--- src/rtl/nibble_serial_add16_pkg.sv ---
// Shared types and constants for the nibble-serial adder.
// Latency: none (declarations only).
// Backpressure: not applicable.
package nibble_serial_add16_pkg;

  localparam int NIBBLE_W        = 4;
  localparam int DEFAULT_NIBBLES = 4;

  // Binary-encoded controller states
  typedef enum logic [1:0] {
    IDLE = 2'd0,
    ADD  = 2'd1,
    DONE = 2'd2
  } state_t;

endpackage

--- src/rtl/nibble_serial_add16_if.sv ---
// Request/result bundle between a requester and the nibble-serial adder.
// Latency: none (wiring only).
// Backpressure: none; start is only honoured while the adder is not busy.
interface nibble_serial_add16_if
  import nibble_serial_add16_pkg::*;
#(
  parameter int NIBBLES = DEFAULT_NIBBLES
);

  localparam int W = NIBBLE_W * NIBBLES;

  logic         start;
  logic [W-1:0] in1;
  logic [W-1:0] in2;
  logic         carry_in;
  logic         busy;
  logic         done;
  logic [W-1:0] sum;
  logic         carry_out;
  logic         overflow;

  // Requester side: issues operands, observes the result
  modport master (
    output start, in1, in2, carry_in,
    input  busy, done, sum, carry_out, overflow
  );

  // Adder side: consumes operands, produces the result
  modport slave (
    input  start, in1, in2, carry_in,
    output busy, done, sum, carry_out, overflow
  );

endinterface

--- src/rtl/nibble_serial_add16_parallel_adder.sv ---
// 4-bit combinational ripple-carry adder, shared by every nibble position.
// Latency: combinational.
// Backpressure: not applicable.
module parallel_adder
  import nibble_serial_add16_pkg::*;
(
  output logic [NIBBLE_W-1:0] sum,
  output logic                carry_out,
  input  logic [NIBBLE_W-1:0] in1,
  input  logic [NIBBLE_W-1:0] in2,
  input  logic                carry_in
);

  // Ripple the carry bit by bit through a chain of full adders
  always_comb begin
    logic c;
    c   = carry_in;
    sum = '0;
    for (int i = 0; i < NIBBLE_W; i++) begin
      sum[i] = in1[i] ^ in2[i] ^ c;
      c      = (in1[i] & in2[i]) | (c & (in1[i] ^ in2[i]));
    end
    carry_out = c;
  end

endmodule

--- src/rtl/nibble_serial_add16.sv ---
// Serial adder: one nibble per cycle through a single shared 4-bit adder.
// Latency: done pulses NIBBLES cycles after the accepting edge; one add per NIBBLES+2 cycles.
// Backpressure: start is ignored while busy; no queueing of requests.
module nibble_serial_add16
  import nibble_serial_add16_pkg::*;
#(
  parameter int NIBBLES = DEFAULT_NIBBLES
) (
  input  logic                 clk,
  input  logic                 reset,
  nibble_serial_add16_if.slave bus
);

  localparam int W     = NIBBLE_W * NIBBLES;
  localparam int IDX_W = (NIBBLES > 1) ? $clog2(NIBBLES) : 1;
  localparam int POS_W = $clog2(W);
  localparam logic [IDX_W-1:0] LAST_IDX = IDX_W'(NIBBLES - 1);

  state_t             state_q, state_d;
  logic [IDX_W-1:0]   idx_q, idx_d;
  logic               carry_q, carry_d;
  logic [W-1:0]       a_q, a_d;
  logic [W-1:0]       b_q, b_d;
  logic [W-1:0]       sum_q, sum_d;
  logic               cout_q, cout_d;
  logic               ovf_q, ovf_d;

  logic [POS_W-1:0]    nib_lsb;
  logic [NIBBLE_W-1:0] nib_a;
  logic [NIBBLE_W-1:0] nib_b;
  logic [NIBBLE_W-1:0] nib_sum;
  logic                nib_carry;

  // Select the current nibble of each latched operand by index (no shifting)
  always_comb begin
    nib_lsb = POS_W'(idx_q) * POS_W'(NIBBLE_W);
    nib_a   = a_q[nib_lsb +: NIBBLE_W];
    nib_b   = b_q[nib_lsb +: NIBBLE_W];
  end

  parallel_adder u_adder (
    .sum       (nib_sum),
    .carry_out (nib_carry),
    .in1       (nib_a),
    .in2       (nib_b),
    .carry_in  (carry_q)
  );

  // Next-state and datapath updates; everything holds unless the state says otherwise
  always_comb begin
    state_d = state_q;
    idx_d   = idx_q;
    carry_d = carry_q;
    a_d     = a_q;
    b_d     = b_q;
    sum_d   = sum_q;
    cout_d  = cout_q;
    ovf_d   = ovf_q;

    unique case (state_q)
      IDLE: begin
        if (bus.start) begin
          a_d     = bus.in1;
          b_d     = bus.in2;
          carry_d = bus.carry_in;
          idx_d   = '0;
          state_d = ADD;
        end
      end
      ADD: begin
        // Only the addressed nibble changes, so partial results stay visible
        sum_d[nib_lsb +: NIBBLE_W] = nib_sum;
        carry_d = nib_carry;
        idx_d   = idx_q + IDX_W'(1);
        if (idx_q == LAST_IDX) begin
          idx_d   = '0;
          cout_d  = nib_carry;
          // Signed overflow: like-signed operands yielding a result of the other sign
          ovf_d   = (a_q[W-1] == b_q[W-1]) && (nib_sum[NIBBLE_W-1] != a_q[W-1]);
          state_d = DONE;
        end
      end
      DONE: begin
        state_d = IDLE;
      end
      default: begin
        state_d = IDLE;
      end
    endcase
  end

  // State and datapath registers; reset clears everything without a clock
  always_ff @(posedge clk or posedge reset) begin
    if (reset) begin
      state_q <= IDLE;
      idx_q   <= '0;
      carry_q <= 1'b0;
      a_q     <= '0;
      b_q     <= '0;
      sum_q   <= '0;
      cout_q  <= 1'b0;
      ovf_q   <= 1'b0;
    end else begin
      state_q <= state_d;
      idx_q   <= idx_d;
      carry_q <= carry_d;
      a_q     <= a_d;
      b_q     <= b_d;
      sum_q   <= sum_d;
      cout_q  <= cout_d;
      ovf_q   <= ovf_d;
    end
  end

  assign bus.busy      = (state_q != IDLE);
  assign bus.done      = (state_q == DONE);
  assign bus.sum       = sum_q;
  assign bus.carry_out = cout_q;
  assign bus.overflow  = ovf_q;

endmodule

--- src/flat_wrapper.sv ---
// flat-port wrapper written by rule: the top's interface ports become plain ports
module nibble_serial_add16_flat import nibble_serial_add16_pkg::*;
#(
  parameter int NIBBLES = DEFAULT_NIBBLES
)
  (clk, reset, bus_start, bus_in1, bus_in2, bus_carry_in, bus_busy, bus_done, bus_sum, bus_carry_out, bus_overflow);
  nibble_serial_add16_if #(.NIBBLES(NIBBLES)) bus_i ();
  input  logic clk;
  input  logic reset;
  input wire logic [$bits(bus_i.start)-1:0] bus_start;
  input wire logic [$bits(bus_i.in1)-1:0] bus_in1;
  input wire logic [$bits(bus_i.in2)-1:0] bus_in2;
  input wire logic [$bits(bus_i.carry_in)-1:0] bus_carry_in;
  output wire logic [$bits(bus_i.busy)-1:0] bus_busy;
  output wire logic [$bits(bus_i.done)-1:0] bus_done;
  output wire logic [$bits(bus_i.sum)-1:0] bus_sum;
  output wire logic [$bits(bus_i.carry_out)-1:0] bus_carry_out;
  output wire logic [$bits(bus_i.overflow)-1:0] bus_overflow;
  assign bus_i.start = bus_start;
  assign bus_i.in1 = bus_in1;
  assign bus_i.in2 = bus_in2;
  assign bus_i.carry_in = bus_carry_in;
  assign bus_busy = bus_i.busy;
  assign bus_done = bus_i.done;
  assign bus_sum = bus_i.sum;
  assign bus_carry_out = bus_i.carry_out;
  assign bus_overflow = bus_i.overflow;
  nibble_serial_add16 #(.NIBBLES(NIBBLES)) u_core (.clk(clk), .reset(reset), .bus(bus_i));
endmodule
--- config.mk ---
export PLATFORM = sky130hd
export DESIGN_NAME = nibble_serial_add16_flat
export DESIGN_NICKNAME = d
export VERILOG_FILES = /design/src/rtl/nibble_serial_add16_pkg.sv /design/src/rtl/nibble_serial_add16_if.sv /design/src/rtl/nibble_serial_add16_parallel_adder.sv /design/src/rtl/nibble_serial_add16.sv /design/src/flat_wrapper.sv
export SDC_FILE = /design/constraint.sdc
export NUM_CORES = 1
export LEC_CHECK = 0
export BUFFER_PORTS_ARGS = -buffer_cell sky130_fd_sc_hd__buf_2
export CELL_PAD_IN_SITES_DETAIL_PLACEMENT = 0
export CELL_PAD_IN_SITES_GLOBAL_PLACEMENT = 1
export CORE_ASPECT_RATIO = 1.1
export CORE_MARGIN = 5
export CORE_UTILIZATION = 47
export CTS_CLUSTER_SIZE = 25
export DETAILED_ROUTE_END_ITERATION = 10
export GPL_TIMING_DRIVEN = 0
export MAX_ROUTING_LAYER = met4
export PLACE_DENSITY_LB_ADDON = 0.1
export SKIP_CTS_REPAIR_TIMING = 1
export SYNTH_ARGS = -nofsm -noshare
export SYNTH_HDL_FRONTEND = slang
export SYNTH_SLANG_ARGS = --single-unit
--- constraint.sdc ---
create_clock -name clk -period 5.9 [get_ports clk]
set_input_delay 0.885 -clock clk [delete_from_list [all_inputs] [get_ports clk]]
set_output_delay 0.885 -clock clk [all_outputs]
set_load 0.05 [all_outputs]
==> out/metrics.yaml, run 1 <==
finalPower_uw: 1960
placementRows: 28
skew_ns: 0.0101
die_h_um: 87.8
min_period_ns: 3.47
cts.clk_slew.worst_paths_ns: 0.09
synthArstFlopShare: 1.00
synth_top_cell_by_area: "dfrtp_1"
ys_warn_count: 0
drt_pass1_iterations: 4
wl_per_cell_um: 16.6
synthTopCellsByArea: "dfrtp_1 53%, mux2_2 15%, mux4_2 7.0%"
required_ns: 6.10
cts.sinks: 55
power.density_nw_per_um2: 641
viasPerCell: 5.18
hold_slack_ns: 0.482
die-area_sq_um: 7090
crit_type: "reg2reg"
antenna_found_initial: 0
antenna_cells: 0
final_antenna_net_count: 0
worstPathMaxFanout: 10
die_w_um: 80.7
drv_slew: 0
synth_cell_type_count: 33
io_buffers: 55
p_sw_frac: 0.435
grt_first_pass_wirelength_um: 8790
start_util: 0.483
switchingPower_uw: 854
hpwl_um: 4100
drc_errors: 0
cts_tree: "done"
seq_area_frac_synth: 0.532
place_congestion: 0.832
pwr-share-seq: 0.331
critPathCaptureType: "flip-flop"
yosys.area.top_type_share: 0.532
p_leak_uw: 0.00146
max_freq_ghz: 0.288
cts_htree_levels: 2
critPathLaunchType: "flip-flop"
arrival_ns: 3.67
cts_buffer_depth: 2
grt_pass1_vias: 1839
area_growth_pct: 18.3
clockPowerShare: 0.102
hold_path_class: "reg2reg"
relSlewSlack: 0.592
tns_ns: 0
gr-total-overflow: 0
grt_usage: 0.171
p_comb_frac: 0.567
ir_drop_v: 0.000286
synth_enable_flop_cells: 0
status: "finished, final reports clean"
grt_max_degree: 38
dr.first_iter.drc_count: 78
setup_viol: 0
rsz0062_at_grt: "false"
cts_buffers: 5
syn_inst: 176
num_io_pins: 56
ys.flop_type: "dfrtp_1"
avgSynthCellArea_sq_um: 14.7
syn_nets: 222
worst_pin_slew_ns: 0.612
synthesis.area_sq_um: 2590
p_int_uw: 1110
wl_um: 5230
root_buffer: "clkbuf_8"
ys_ff_latch: 55
fin_nets: 285
core_sq_um: 5360
finalCritPeriodShare: 0.588
final-hold-violation-count: 0
clk_latency_ns: 0.31
maxCapViolCount: 0
drive_gt1_frac: 0.504
dr_total_vias: 1632
==> cells in the final DEF (no fill, tap or decap), types with 3 or more instances in the layout <==
master and count:
a22o_1 8, buf_2 56, buf_6 4, clkbuf_8 5, dfrtp_1 55, fa_1 4, ha_1 6, inv_1 9
mux2_2 34, mux4_2 8, nand2_1 11, nand3b_4 3, nor4b_1 3, o21ai_1 5
==> power by group through the flow <==
stage          registers, uW  clock network (uW)  logic [uW]
2_1_floorplan            778                   0         719
3_3_place_gp             645                   0        1090
3_5_place_dp             663                   0        1130
4_1_cts                  654                 205        1130
5_1_grt                  678                 219        1210
6_report                 651                 200        1110
==> state kept, by name, summed over array words and instances (netlist names) <==
name                  cells
u_core.carry_q            1
u_core.state_q            2
u_core.bus.overflow       1
u_core.idx_q              2
u_core.b_q               16
u_core.bus.sum           16
u_core.bus.carry_out      1
u_core.a_q               16
==> cell type report <==
| class | instances | area (sq um) |
|---|---|---|
| fillers | 475 | 2300 |
| clock inverters | 2 | 12.5 |
| flip-flops and latches | 55 | 1380 |
| multi-input cells | 104 | 1110 |
| plain buffers | 7 | 61.3 |
| inverters | 10 | 37.5 |
| clock buffers | 6 | 72.6 |
| repair buffers | 56 | 295 |
| well taps | 75 | 93.8 |
==> stage by stage <==
step,instances,cell area (sq um),utilization,worst slack [ns]
2_1_floorplan,176,2590,-,2.78
3_3_place_gp,306,2960,0.552,2.45
3_5_place_dp,307,2980,0.555,2.42
4_1_cts,315,3060,0.571,2.40
5_1_grt,315,3060,0.571,2.20
6_report,315,3060,0.571,2.43
==> synthesized netlist by cell type, types with 2 or more instances <==
library cell	number
a22o_1	8
fa_1	4
mux4_2	8
inv_1	10
nand3b_4	3
o21ai_1	5
buf_6	4
o21ai_0	2
nor4b_1	3
dfrtp_1	55
nand2_1	11
nor3b_1	2
ha_1	6
mux2_2	34
o31ai_1	2
or4b_1	2
==> cells by family after synthesis <==
family | after synthesis | synth area share
adders and majority gates | 10 | 0.0600
buffers and inverters | 17 | 0.0382
muxes | 42 | 0.218
AOI/OAI and AO/OA | 21 | 0.0595
and+or+nand+nor | 31 | 0.0929
DFF | 55 | 0.532
==> final timing paths <==
check	start	to	slack (ns)	cells past startpoint
min in group asynchronous	reset	u_core.idx_q[0]$_DFFE_PP0P_	0.56	2
hold reg to reg	u_core.bus.sum[6]$_DFFE_PP0P_	u_core.bus.sum[6]$_DFFE_PP0P_	0.48	2
hold / removal	u_core.bus.sum[6]$_DFFE_PP0P_	u_core.bus.sum[6]$_DFFE_PP0P_	0.48	2
setup / recovery	u_core.idx_q[0]$_DFFE_PP0P_	u_core.bus.overflow$_DFFE_PP0P_	2.43	11
setup reg to reg	u_core.idx_q[0]$_DFFE_PP0P_	u_core.bus.overflow$_DFFE_PP0P_	2.43	11
max in group asynchronous	reset	u_core.b_q[15]$_DFFE_PP0P_	4.81	3
==> worst max-delay path: stages (launching register included) <==
cell and delay [ns]:
dfrtp_1 0.51, buf_2 0.38, mux4_2 0.57, fa_1 0.40, inv_1 0.08, fa_1 0.19
fa_1 0.16, inv_1 0.05, fa_1 0.55, nand2b_1 0.13, o22ai_1 0.09, mux2_2 0.26
==> metal layers <==
layer | global-route usage | part of all wire | vias to the layer above
met3 | 0.0360 | 0.051 | 6
met1 | 0.195 | 0.42 | 820
li1 | - | - | 766
met5 | - | 0 | -
met4 | 0.0553 | 0.015 | 0
met2 | 0.299 | 0.52 | 40
Power figures use the tool's default switching activity.
==> run 2: changes to the inputs <==
Settings changed: ABC_AREA set to 1, CORE_UTILIZATION 47 to 36.
Clock period 5.9 ns to 2.92 ns, I/O delays scaled along.
==> out/metrics.yaml, run 2 <==
synth_cell_type_count: 21  # was 33
antenna_cells: 0  # unchanged
yosysMostFrequentCell: "nand2_1"  # was dfrtp_1
place_area_sq_um: 3220  # was 2980 sq um
synth_top_cell_by_area: "dfrtp_1"  # unchanged
io_buffers: 54  # was 55
synthesis.area_sq_um: 2800  # was 2590 sq um
hpwl_um: 5160  # was 4100 um
critPathSlowestCell: "fa_2"  # was mux4_2
reg2reg_from: "u_core.idx_q[0]$_DFFE_PP0P_"  # unchanged
cts_buffers: 5  # unchanged
grt_max_degree: 40  # was 38
r2r-end: "u_core.bus.overflow$_DFFE_PP0P_"  # unchanged
yosys.area.top_type_share: 0.491  # was 0.532
gr-total-overflow: 0  # unchanged
rsz0062_at_grt: "true"  # was false
yosys-top-cells-count: "145 x nand2_1, 55 x dfrtp_1, 54 x nand3_1"  # was 55 x dfrtp_1, 34 x mux2_2, 11 x nand2_1
synth_enable_flop_cells: 0  # unchanged
avgSynthCellArea_sq_um: 8.08  # was 14.7 sq um
start_util: 0.373  # was 0.483
status: "finished, final reports clean"  # unchanged
reg2reg_setup_slack_ns: 0.006  # was 2.43 ns
syn_inst: 347  # was 176
max_freq_ghz: 0.343  # was 0.288 GHz
fin_nets: 467  # was 285
final-hold-violation-count: 0  # unchanged
final_cell_mix: "145 x nand2_1, 60 x buf_2, 55 x dfrtp_1, 53 x nand3_1, 20 x inv_1"  # was 56 x buf_2, 55 x dfrtp_1, 34 x mux2_2, 11 x nand2_1, 9 x inv_1
tns_ns: 0  # unchanged
critPathTopFamily: "adder cells"  # unchanged
core_sq_um: 7510  # was 5360 sq um
maxCapViolCount: 0  # unchanged
ys_warn_count: 0  # unchanged
die_w_um: 94.1  # was 80.7 um
synthTopCellsByArea: "dfrtp_1 49%, nand2_1 19%, nand3_1 9.6%"  # was dfrtp_1 53%, mux2_2 15%, mux4_2 7.0%
wl_per_cell_um: 13.0  # was 16.6 um
worst_pin_slew_ns: 0.471  # was 0.612 ns
ir_drop_v: 0.000448  # was 0.000286 V
reg2reg_depth: 16  # was 11
arrival_ns: 3.11  # was 3.67 ns
relSlewSlack: 0.686  # was 0.592
ys_ff_latch: 55  # unchanged
die-area_sq_um: 9650  # was 7090 sq um
syn_nets: 393  # was 222
min_period_ns: 2.91  # was 3.47 ns
grt_first_pass_wirelength_um: 11200  # was 8790 um
hold_path_class: "in2async"  # was reg2reg
synthArstFlopShare: 1.00  # unchanged
root_buffer: "clkbuf_8"  # unchanged
p_leak_uw: 0.00192  # was 0.00146 uW
placementRows: 33  # was 28
grt_usage: 0.155  # was 0.171
skew_ns: 0.00727  # was 0.0101 ns
worstPathMaxFanout: 10  # unchanged
area_growth_pct: 24.0  # was 18.3%
cts_htree_levels: 2  # unchanged
cts.sinks: 55  # unchanged
critPathCaptureType: "flip-flop"  # unchanged
final_cell_area_sq_um: 3480  # was 3060 sq um
cpPeakStageDelay_ns: 0.61  # was 0.57 ns
crit_buf_inv: 6  # was 3
dr.first_iter.drc_count: 139  # was 78
place_congestion: 0.808  # was 0.832
drc_errors: 0  # unchanged
seq_area_frac_synth: 0.491  # was 0.532
grt_pass1_vias: 2330  # was 1839
ys.flop_type: "dfrtp_1"  # unchanged
finalCritPeriodShare: 0.998  # was 0.588
drive_gt1_frac: 0.256  # was 0.504
final_antenna_net_count: 0  # unchanged
crit_path_cell_trace: "buf_6 > inv_8 > buf_12 > o211ai_1 > nand2_1 > fa_2 > inv_2 > fa_2 > fa_2 > inv_2 > fa_2 > inv_1 > nand3_1 > nand2_1 > nand2_1 > nand2_1"  # was buf_2 > mux4_2 > fa_1 > inv_1 > fa_1 > fa_1 > inv_1 > fa_1 > nand2b_1 > o22ai_1 > mux2_2
num_io_pins: 56  # unchanged
dr_total_vias: 2392  # was 1632
die_h_um: 103  # was 87.8 um
power.density_nw_per_um2: 1230  # was 641 nW/um^2
clk_latency_ns: 0.30  # was 0.31 ns
crit_cells: 16  # was 11
required_ns: 3.12  # was 6.10 ns
num-fill-cells: 829  # was 475
layout_commonest_cell: "nand2_1"  # was buf_2
critPathLaunchType: "flip-flop"  # unchanged
antenna_found_initial: 0  # unchanged
crit_type: "reg2reg"  # unchanged
cts.clk_slew.worst_paths_ns: 0.10  # was 0.09 ns
drt_pass1_iterations: 4  # unchanged
viasPerCell: 4.54  # was 5.18
cts_buffer_depth: 2  # unchanged
setup_viol: 0  # unchanged
drv_slew: 0  # unchanged
wl_um: 6860  # was 5230 um
cts_tree: "done"  # unchanged
==> run 2: changes by cell type after synthesis, sizes merged, moves of 6 or more <==
cell and change:
o211ai +6, buf +11, a22o -8, mux2 -34
nor2 +19, nand2 +136, mux4 -8, inv +15
nand3 +55
==> run 2: area by class of cell <==
cell class	instances	area, sq um	area share
multi-input combinational	250	1240	0.357
tap	105	131	0.0378
clock buffer	8	100	0.0288
buffer	17	144	0.0414
sequential	55	1380	0.396
inverter	25	101	0.0292
timing repair buffer	67	380	0.109
==> run 2: power by group <==
part           internal (uW)  switching (uW)
combinational            927            1640
clock                    217             242
sequential              1070             179
==> run 2: logic make-up after synthesis <==
| kind of cell | share of synthesized area |
|---|---|
| flip-flops | 0.491 |
| AND/OR/NAND/NOR | 0.343 |
| adder cells (fa/ha/maj) | 0.0554 |
| buffers and inverters | 0.0719 |
| AO/OA/AOI/OAI | 0.0388 |
==> run 2: worst max path at each step <==
stage | start | end | slack (ns)
final | u_core.idx_q[0]$_DFFE_PP0P_ | u_core.bus.overflow$_DFFE_PP0P_ | 0.006
after global routing | u_core.idx_q[0]$_DFFE_PP0P_ | u_core.bus.overflow$_DFFE_PP0P_ | -0.14
after CTS | u_core.idx_q[0]$_DFFE_PP0P_ | u_core.bus.sum[15]$_DFFE_PP0P_ | -0.42
after detailed placement | u_core.idx_q[0]$_DFFE_PP0P_ | u_core.bus.sum[15]$_DFFE_PP0P_ | -0.41
after global placement | u_core.idx_q[0]$_DFFE_PP0P_ | u_core.bus.sum[15]$_DFFE_PP0P_ | -0.37
after floorplan | u_core.idx_q[0]$_DFFE_PP0P_ | u_core.bus.sum[15]$_DFFE_PP0P_ | 0.08
==> run 2: per-stage QoR <==
stage          total power [uW]  utilization  cells  hold slack, ns  setup slack (ns)
6_report                   4280        0.463    527          0.0938           0.00616
5_1_grt                    4690        0.463    527           0.110            -0.138
4_1_cts                    4070        0.442    515           0.100            -0.419
3_5_place_dp               3610        0.429    507           0.434            -0.408
3_3_place_gp               3590        0.426    506           0.454            -0.370
2_1_floorplan              2990            -    347           0.437            0.0754
==> run 2: per-layer routing <==
| metal | global-route usage | vias to the layer above | part of all wire |
|---|---|---|---|
| met4 | 0.0367 | 0 | 0.0095 |
| met5 | - | - | 0 |
| met3 | 0.0263 | 6 | 0.035 |
| met1 | 0.183 | 1109 | 0.44 |
| li1 | - | 1239 | - |
| met2 | 0.276 | 38 | 0.52 |
